<file path="src/rtl/hazard_control_unit.sv">
// hazard_control_unit: pipeline stall/flush control for load-use hazards, taken branches and multi-cycle MDU ops.
module hazard_control_unit #(
  parameter int MDU_TIMEOUT = 64,
  parameter int CNT_W       = 32
) (
  input  logic             clk,
  input  logic             rst_n,
  input  logic [4:0]       rs1_if_id,
  input  logic [4:0]       rs2_if_id,
  input  logic             use_rs1,
  input  logic             use_rs2,
  input  logic [4:0]       rd_id_ex,
  input  logic             mem_read_id_ex,
  input  logic             branch_taken_ex,
  input  logic             mdu_start,
  input  logic             mdu_done,
  output logic             pc_write,
  output logic             if_id_write,
  output logic             if_id_flush,
  output logic             id_ex_flush,
  output logic             ex_hold,
  output logic             mdu_timeout,
  output logic [CNT_W-1:0] stall_count,
  output logic [CNT_W-1:0] flush_count
);
  typedef enum logic {IDLE, BUSY} state_t;
  state_t     state_q;
  logic [7:0] busy_cnt_q;
  logic       timeout_now;
  logic       lu;
  always_comb begin
    timeout_now = (state_q == BUSY) && !mdu_done && (busy_cnt_q == 8'(MDU_TIMEOUT - 1));
    ex_hold     = (state_q == IDLE) ? (mdu_start && !mdu_done) : (!mdu_done && !timeout_now);
    lu          = mem_read_id_ex && (rd_id_ex != 5'd0) &&
                  ((use_rs1 && rs1_if_id == rd_id_ex) || (use_rs2 && rs2_if_id == rd_id_ex));
    pc_write    = !ex_hold && (branch_taken_ex || !lu);
    if_id_write = pc_write;
    if_id_flush = !ex_hold && branch_taken_ex;
    id_ex_flush = !ex_hold && (branch_taken_ex || lu);
  end
  always_ff @(posedge clk or negedge rst_n) begin
    if (!rst_n) begin
      state_q     <= IDLE;
      busy_cnt_q  <= 8'd0;
      mdu_timeout <= 1'b0;
    end else if (state_q == IDLE) begin
      if (mdu_start && !mdu_done) begin
        state_q    <= BUSY;
        busy_cnt_q <= 8'd0;
      end
    end else if (mdu_done) begin
      state_q <= IDLE;
    end else if (timeout_now) begin
      state_q     <= IDLE;
      mdu_timeout <= 1'b1;
    end else begin
      busy_cnt_q <= busy_cnt_q + 8'd1;
    end
  end
  // performance counters saturate at all-ones
  always_ff @(posedge clk or negedge rst_n) begin
    if (!rst_n) begin
      stall_count <= '0;
      flush_count <= '0;
    end else begin
      if (!pc_write && stall_count != '1) stall_count <= stall_count + CNT_W'(1);
      if (if_id_flush && flush_count != '1) flush_count <= flush_count + CNT_W'(1);
    end
  end
endmodule

</file>
<file path="config.mk">
export PLATFORM = sky130hd
export DESIGN_NAME = hazard_control_unit
export DESIGN_NICKNAME = d
export VERILOG_FILES = /design/src/rtl/hazard_control_unit.sv
export SDC_FILE = /design/constraint.sdc
export NUM_CORES = 1
export LEC_CHECK = 0
export ABC_AREA = 1
export ABC_CLOCK_PERIOD_IN_PS = 3500
export BUFFER_PORTS_ARGS = -buffer_cell sky130_fd_sc_hd__buf_2
export CELL_PAD_IN_SITES_DETAIL_PLACEMENT = 1
export CELL_PAD_IN_SITES_GLOBAL_PLACEMENT = 1
export CORE_UTILIZATION = 43
export DETAILED_ROUTE_END_ITERATION = 16
export GPL_ROUTABILITY_DRIVEN = 1
export PLACE_DENSITY_LB_ADDON = 0.1
export REMOVE_ABC_BUFFERS = 1
export SKIP_CTS_REPAIR_TIMING = 1
export SYNTH_ARGS = -nofsm -noshare
export SYNTH_HDL_FRONTEND = slang
export SYNTH_SLANG_ARGS = --single-unit
</file>
<file path="constraint.sdc">
create_clock -name clk -period 3.5 [get_ports clk]
set_input_delay 0.525 -clock clk [delete_from_list [all_inputs] [get_ports clk]]
set_output_delay 0.525 -clock clk [all_outputs]
set_load 0.05 [all_outputs]
</file>
**Word level (Yosys, flattened, before mapping)**

Index checks and enable logic that the tools add are counted.
W data, S select, Z words.

- Flip-flop bits (word level): 74
- Logic and storage cells: 50

- $add $sub $neg: 3
- Eq/ne operators: 7
- Mux-type cells: 9
- Bitwise gates (word level): 1
- Reductions and logical operators: 25

Operators by type and width:

| kind | number |
|---|---|
| $add A32 B1 Y32 const B | 2 |
| $ne A32 B32 Y1 const B | 2 |
| $mux W8 | 4 |
| $logic_and A1 B1 Y1 | 13 |
| $eq A5 B5 Y1 | 2 |
| $add A8 B1 Y8 const B | 1 |
| $eq A8 B6 Y1 const B | 1 |
| $reduce_and A3 Y1 | 2 |
| $logic_not A1 Y1 | 5 |
| $mux W1 | 5 |
| $reduce_bool A5 Y1 | 1 |
| $ne A2 B2 Y1 const B | 2 |
| $logic_or A1 B1 Y1 | 3 |
| $reduce_bool A2 Y1 | 1 |
| $not A1 Y1 | 1 |

**Depth between registers and ports, before layout**

- Depth after elaboration: 10
- Mapped depth: 13

**Worst setup path before layout**

No wires, ideal clock.

- Kind: register to output
- From: register busy_cnt_q[0]
- To: output pc_write
- Arrival: 1970 ps
- Data required time: 2975 ps
- Setup slack: 1005 ps
- Cell stages (with the launch flop): 12
- Path buffers: 2
- Cells stage by stage: dfrtp_1 > ha_1 > nand3_2 > nor2_4 > nand2_1 > nand2_2 > nand2_4 > clkinv_4 > nand2_2 > buf_2 > inv_1 > buf_4

- Longest elaborated chain between the ends: 7

RTL lines:

| element | RTL line | source |
|---|---|---|
| start, declared | 28 | `logic [7:0] busy_cnt_q;` |
| start signal, assigned | 57 | `busy_cnt_q <= busy_cnt_q + 8'd1;` |
| $eq A8 B6 Y1 | 32 | `timeout_now = (state_q == BUSY) && !mdu_done && (busy_cnt_q == 8'(MDU_TIMEOUT - 1));` |
| $logic_and A1 B1 Y1 | 32 |  |
| $logic_not A1 Y1 | 33 | `ex_hold = (state_q == IDLE) ? (mdu_start && !mdu_done) : (!mdu_done && !timeout_now);` |
| $logic_and A1 B1 Y1 | 33 |  |
| $mux W1 | 33 |  |
| via ex_hold | 21 | `output logic ex_hold,` |
| $logic_not A1 Y1 | 36 | `pc_write = !ex_hold && (branch_taken_ex \|\| !lu);` |
| $logic_and A1 B1 Y1 | 36 |  |
| end, declared | 17 | `output logic pc_write,` |

The timed path passes the listed nets, and every way through them passes these cells.

**Worst setup path in the final report**

- From: register busy_cnt_q[1]
- To: output if_id_write

- Longest elaborated chain between the ends: 7

RTL lines:

| element | RTL line | source |
|---|---|---|
| $eq A8 B6 Y1 | 32 |  |
| $logic_and A1 B1 Y1 | 32 |  |
| $logic_not A1 Y1 | 33 |  |
| $logic_and A1 B1 Y1 | 33 |  |
| $mux W1 | 33 |  |
| $logic_not A1 Y1 | 36 |  |
| $logic_and A1 B1 Y1 | 36 |  |
| end, declared | 18 | `output logic if_id_write,` |

No other way between the ends.

==> impl_metrics.tcl <==
set metrics [dict create \
    status "completed" \
    gp_congestion 0.852 \
    synth_cells 726 \
    crit_top_cell "nand2_2" \
    p_clk_frac 0.321 \
    synth_top_area_cell "dfrtp_1" \
    ys_seq_area_frac 0.377 \
    cp_data_arrival_time_ns 1.97 \
    core_area_um2 11000 \
    antenna_found_initial 0 \
    synth.top_cell.area_share 0.377 \
    grt_setup_unrepaired "false" \
    fin_tns_setup_ns 0 \
    synth_ff_type "dfrtp_1" \
    critical_path.startpoint_type "register" \
    wirelength_um 14500 \
    tritoncts "done" \
    hold_slack_ns 0.343 \
    grt_usage 0.265 \
    die_w_um 109 \
    worstPathRequired_ns 2.97 \
    p_int_w 0.00177 \
    fin_crit_sh 0.712 \
    synth_edf_count 0 \
    max-slew-margin-rel 0.350 \
    fin_cells 960 \
    row_count 38 \
    synth_cell_types 34 \
    synth_common_cells "nand2_1 (278), nor2_1 (86), inv_1 (84), dfrtp_1 (74), nand3_1 (55)" \
    synth_area_leaders "dfrtp_1 (38%), nand2_1 (21%), nor2_1 (6.6%)" \
    grt_first_pass_wirelength_um 24600 \
    dr_total_vias 4979 \
    synth.most_common_cell "nand2_1" \
    r2r_cells 9 \
    post_drt_wl_per_cell_um 15.1 \
    p_per_area_nw_per_um2 525 \
    max_freq_ghz 0.401 \
    cpMaxStageDelayCell "dfrtp_1" \
    ios 93 \
    fill_cells 1511 \
    finalHoldViolCount 0 \
    switching_share 0.412 \
    gr-total-overflow 0 \
    cts_buffers 9 \
    via_per_inst 5.19 \
    p_sw_w 0.00124 \
    leakage_nw 2.99 \
    r2r_end "stall_count[7]" \
    clk_pin_slew_ns 0.06 \
    multi_input_area_um2 2600 \
    cts.path.max_buffers 2 \
    grt_max_degree 75 \
    ys_seq_elements 74 \
    register_area_um2 1850 \
    area.growth.synth_to_final_pct 16.9 \
    n_antenna_cell 0 \
    drv_cap 0 \
    worst_slack_ns 1.01 \
    vdd_drop_max_mv 0.381 \
    syn_area_um2 4910 \
    r2r_slack_ns 1.17 \
    cp_slowest_stage_delay_ns 0.35 \
    pre_cts_ws_ns 1.13 \
    dp_cells 944 \
    first_pass_iters 4 \
    cts_htree_levels 3 \
    initial_core_util 0.447 \
    insertion_delay_ns 0.34 \
    fp.dieH_um 109 \
    ys_warn_count 0 \
    path_max_fanout 9 \
    seqPwrFrac 0.372 \
    utilization 0.523 \
    drc_errors 0 \
    r2r-start "stall_count[0]" \
    grt_pass1_vias 5180 \
    drive_gt1_frac 0.163 \
    synthArstFlopShare 1.00 \
    drtAntennaViolNets 0 \
    worst_setup_path_end_kind "output port" \
    syn_avg_cell_area_um2 6.76 \
    hp-class "primary input to asynchronous set/reset pin" \
    layout_min_cycle_time_ns 2.49 \
    skew_ns 0.00825 \
    drt_iter0_markers 252 \
    dieArea_um2 11900 \
    slew_viol_final 0 \
    tightestPinTransition_ns 0.975 \
    path_class "register to output port" \
    dpl.hpwl_um 11000 \
    portBuffers 92 \
    p_comb_frac 0.307 \
    setup_viol 0 \
    cts_root_buf "clkbuf_16" \
    crit_chain "ha_1, nand3_2, nor2_4, nand2_1, nand2_2, nand2_4, clkinv_4, nand2_2, inv_1, buf_2" \
    cts_num_sinks 74 \
    fin_nets 841 \
]
state kept, by name (all words and copies together) (netlist names):
name and flops:
flush_count 32, stall_count 32, busy_cnt_q 8, mdu_timeout 1, state_q 1
power groups by stage:
stage                     combinational (W)  sequential [W]  clock (W)
after floorplan                    0.000329         0.00146          0
after global placement             0.000906         0.00113          0
after detailed placement           0.000936         0.00113          0
after CTS                          0.000939         0.00112   0.000984
after global routing                0.00101         0.00114    0.00101
final                              0.000927         0.00112   0.000967
worst max path at each step:
stage | slack, ns | to | cells after the start | from
after floorplan | 0.74 | if_id_write | 9 | busy_cnt_q[0]
after global placement | 1.28 | stall_count[10] | 10 | mdu_done
after detailed placement | 1.13 | stall_count[7] | 10 | mdu_done
after CTS | 0.98 | if_id_write | 10 | busy_cnt_q[1]
after global routing | 0.89 | if_id_write | 10 | busy_cnt_q[0]
final | 1.01 | if_id_write | 10 | busy_cnt_q[1]
per-layer routing:
layer	global-route usage	wire length [µm]	up-vias
li1	-	-	2426
met1	0.323	6360	2431
met2	0.466	7380	94
met3	0.0317	386	28
met4	0.118	400	0
met5	0	0	-
stage by stage:
| stage | power, W | cell area (µm²) |
|---|---|---|
| final | 0.00301 | 5740 |
| after global routing | 0.00316 | 5740 |
| after CTS | 0.00304 | 5740 |
| after detailed placement | 0.00207 | 5430 |
| after global placement | 0.00203 | 5430 |
| after floorplan | 0.00179 | 4780 |
critical path, delay by kind of cell (launching register included):
family	cells	cell delay, ns
and+or+nand+nor	6	0.58
buffers and inverters	3	0.51
DFF	1	0.35
adders and majority gates	1	0.19
cell families after synthesis:
kind of cell / Yosys count / synth area share
and+or+nand+nor: 476 / 0.415
buffers and inverters: 103 / 0.0943
DFF: 74 / 0.377
xor gates and xnor gates: 41 / 0.0731
AOI/OAI and AO/OA: 29 / 0.0331
adders and majority gates: 3 / 0.00764
cell type report:
type                       instances  area share
timing repair buffer              94      0.0833
clock inverter                     4     0.00872
multi-input combinational        549       0.452
clock buffer                      12      0.0447
tap                              140      0.0305
sequential                        74       0.323
inverter                          87      0.0578
cell usage in the layout, fill, tap and decap left out, drive strengths merged, types with 2 or more instances in the layout:
master    netlist  final
buf            15     94
nand3          59     59
nor3           20     20
clkbuf          1     12
nand4          12     12
xor2           27     27
nor4            2      2
clkinv          1      2
nand2         283    283
ha              3      3
nand3b          4      4
o21ai          25     25
clkinvlp        0      2
dfrtp          74     74
a21oi           2      2
inv            86     86
xnor2          14     14
nor2           93     93
Note: power is estimated with default switching activity, not from simulation.
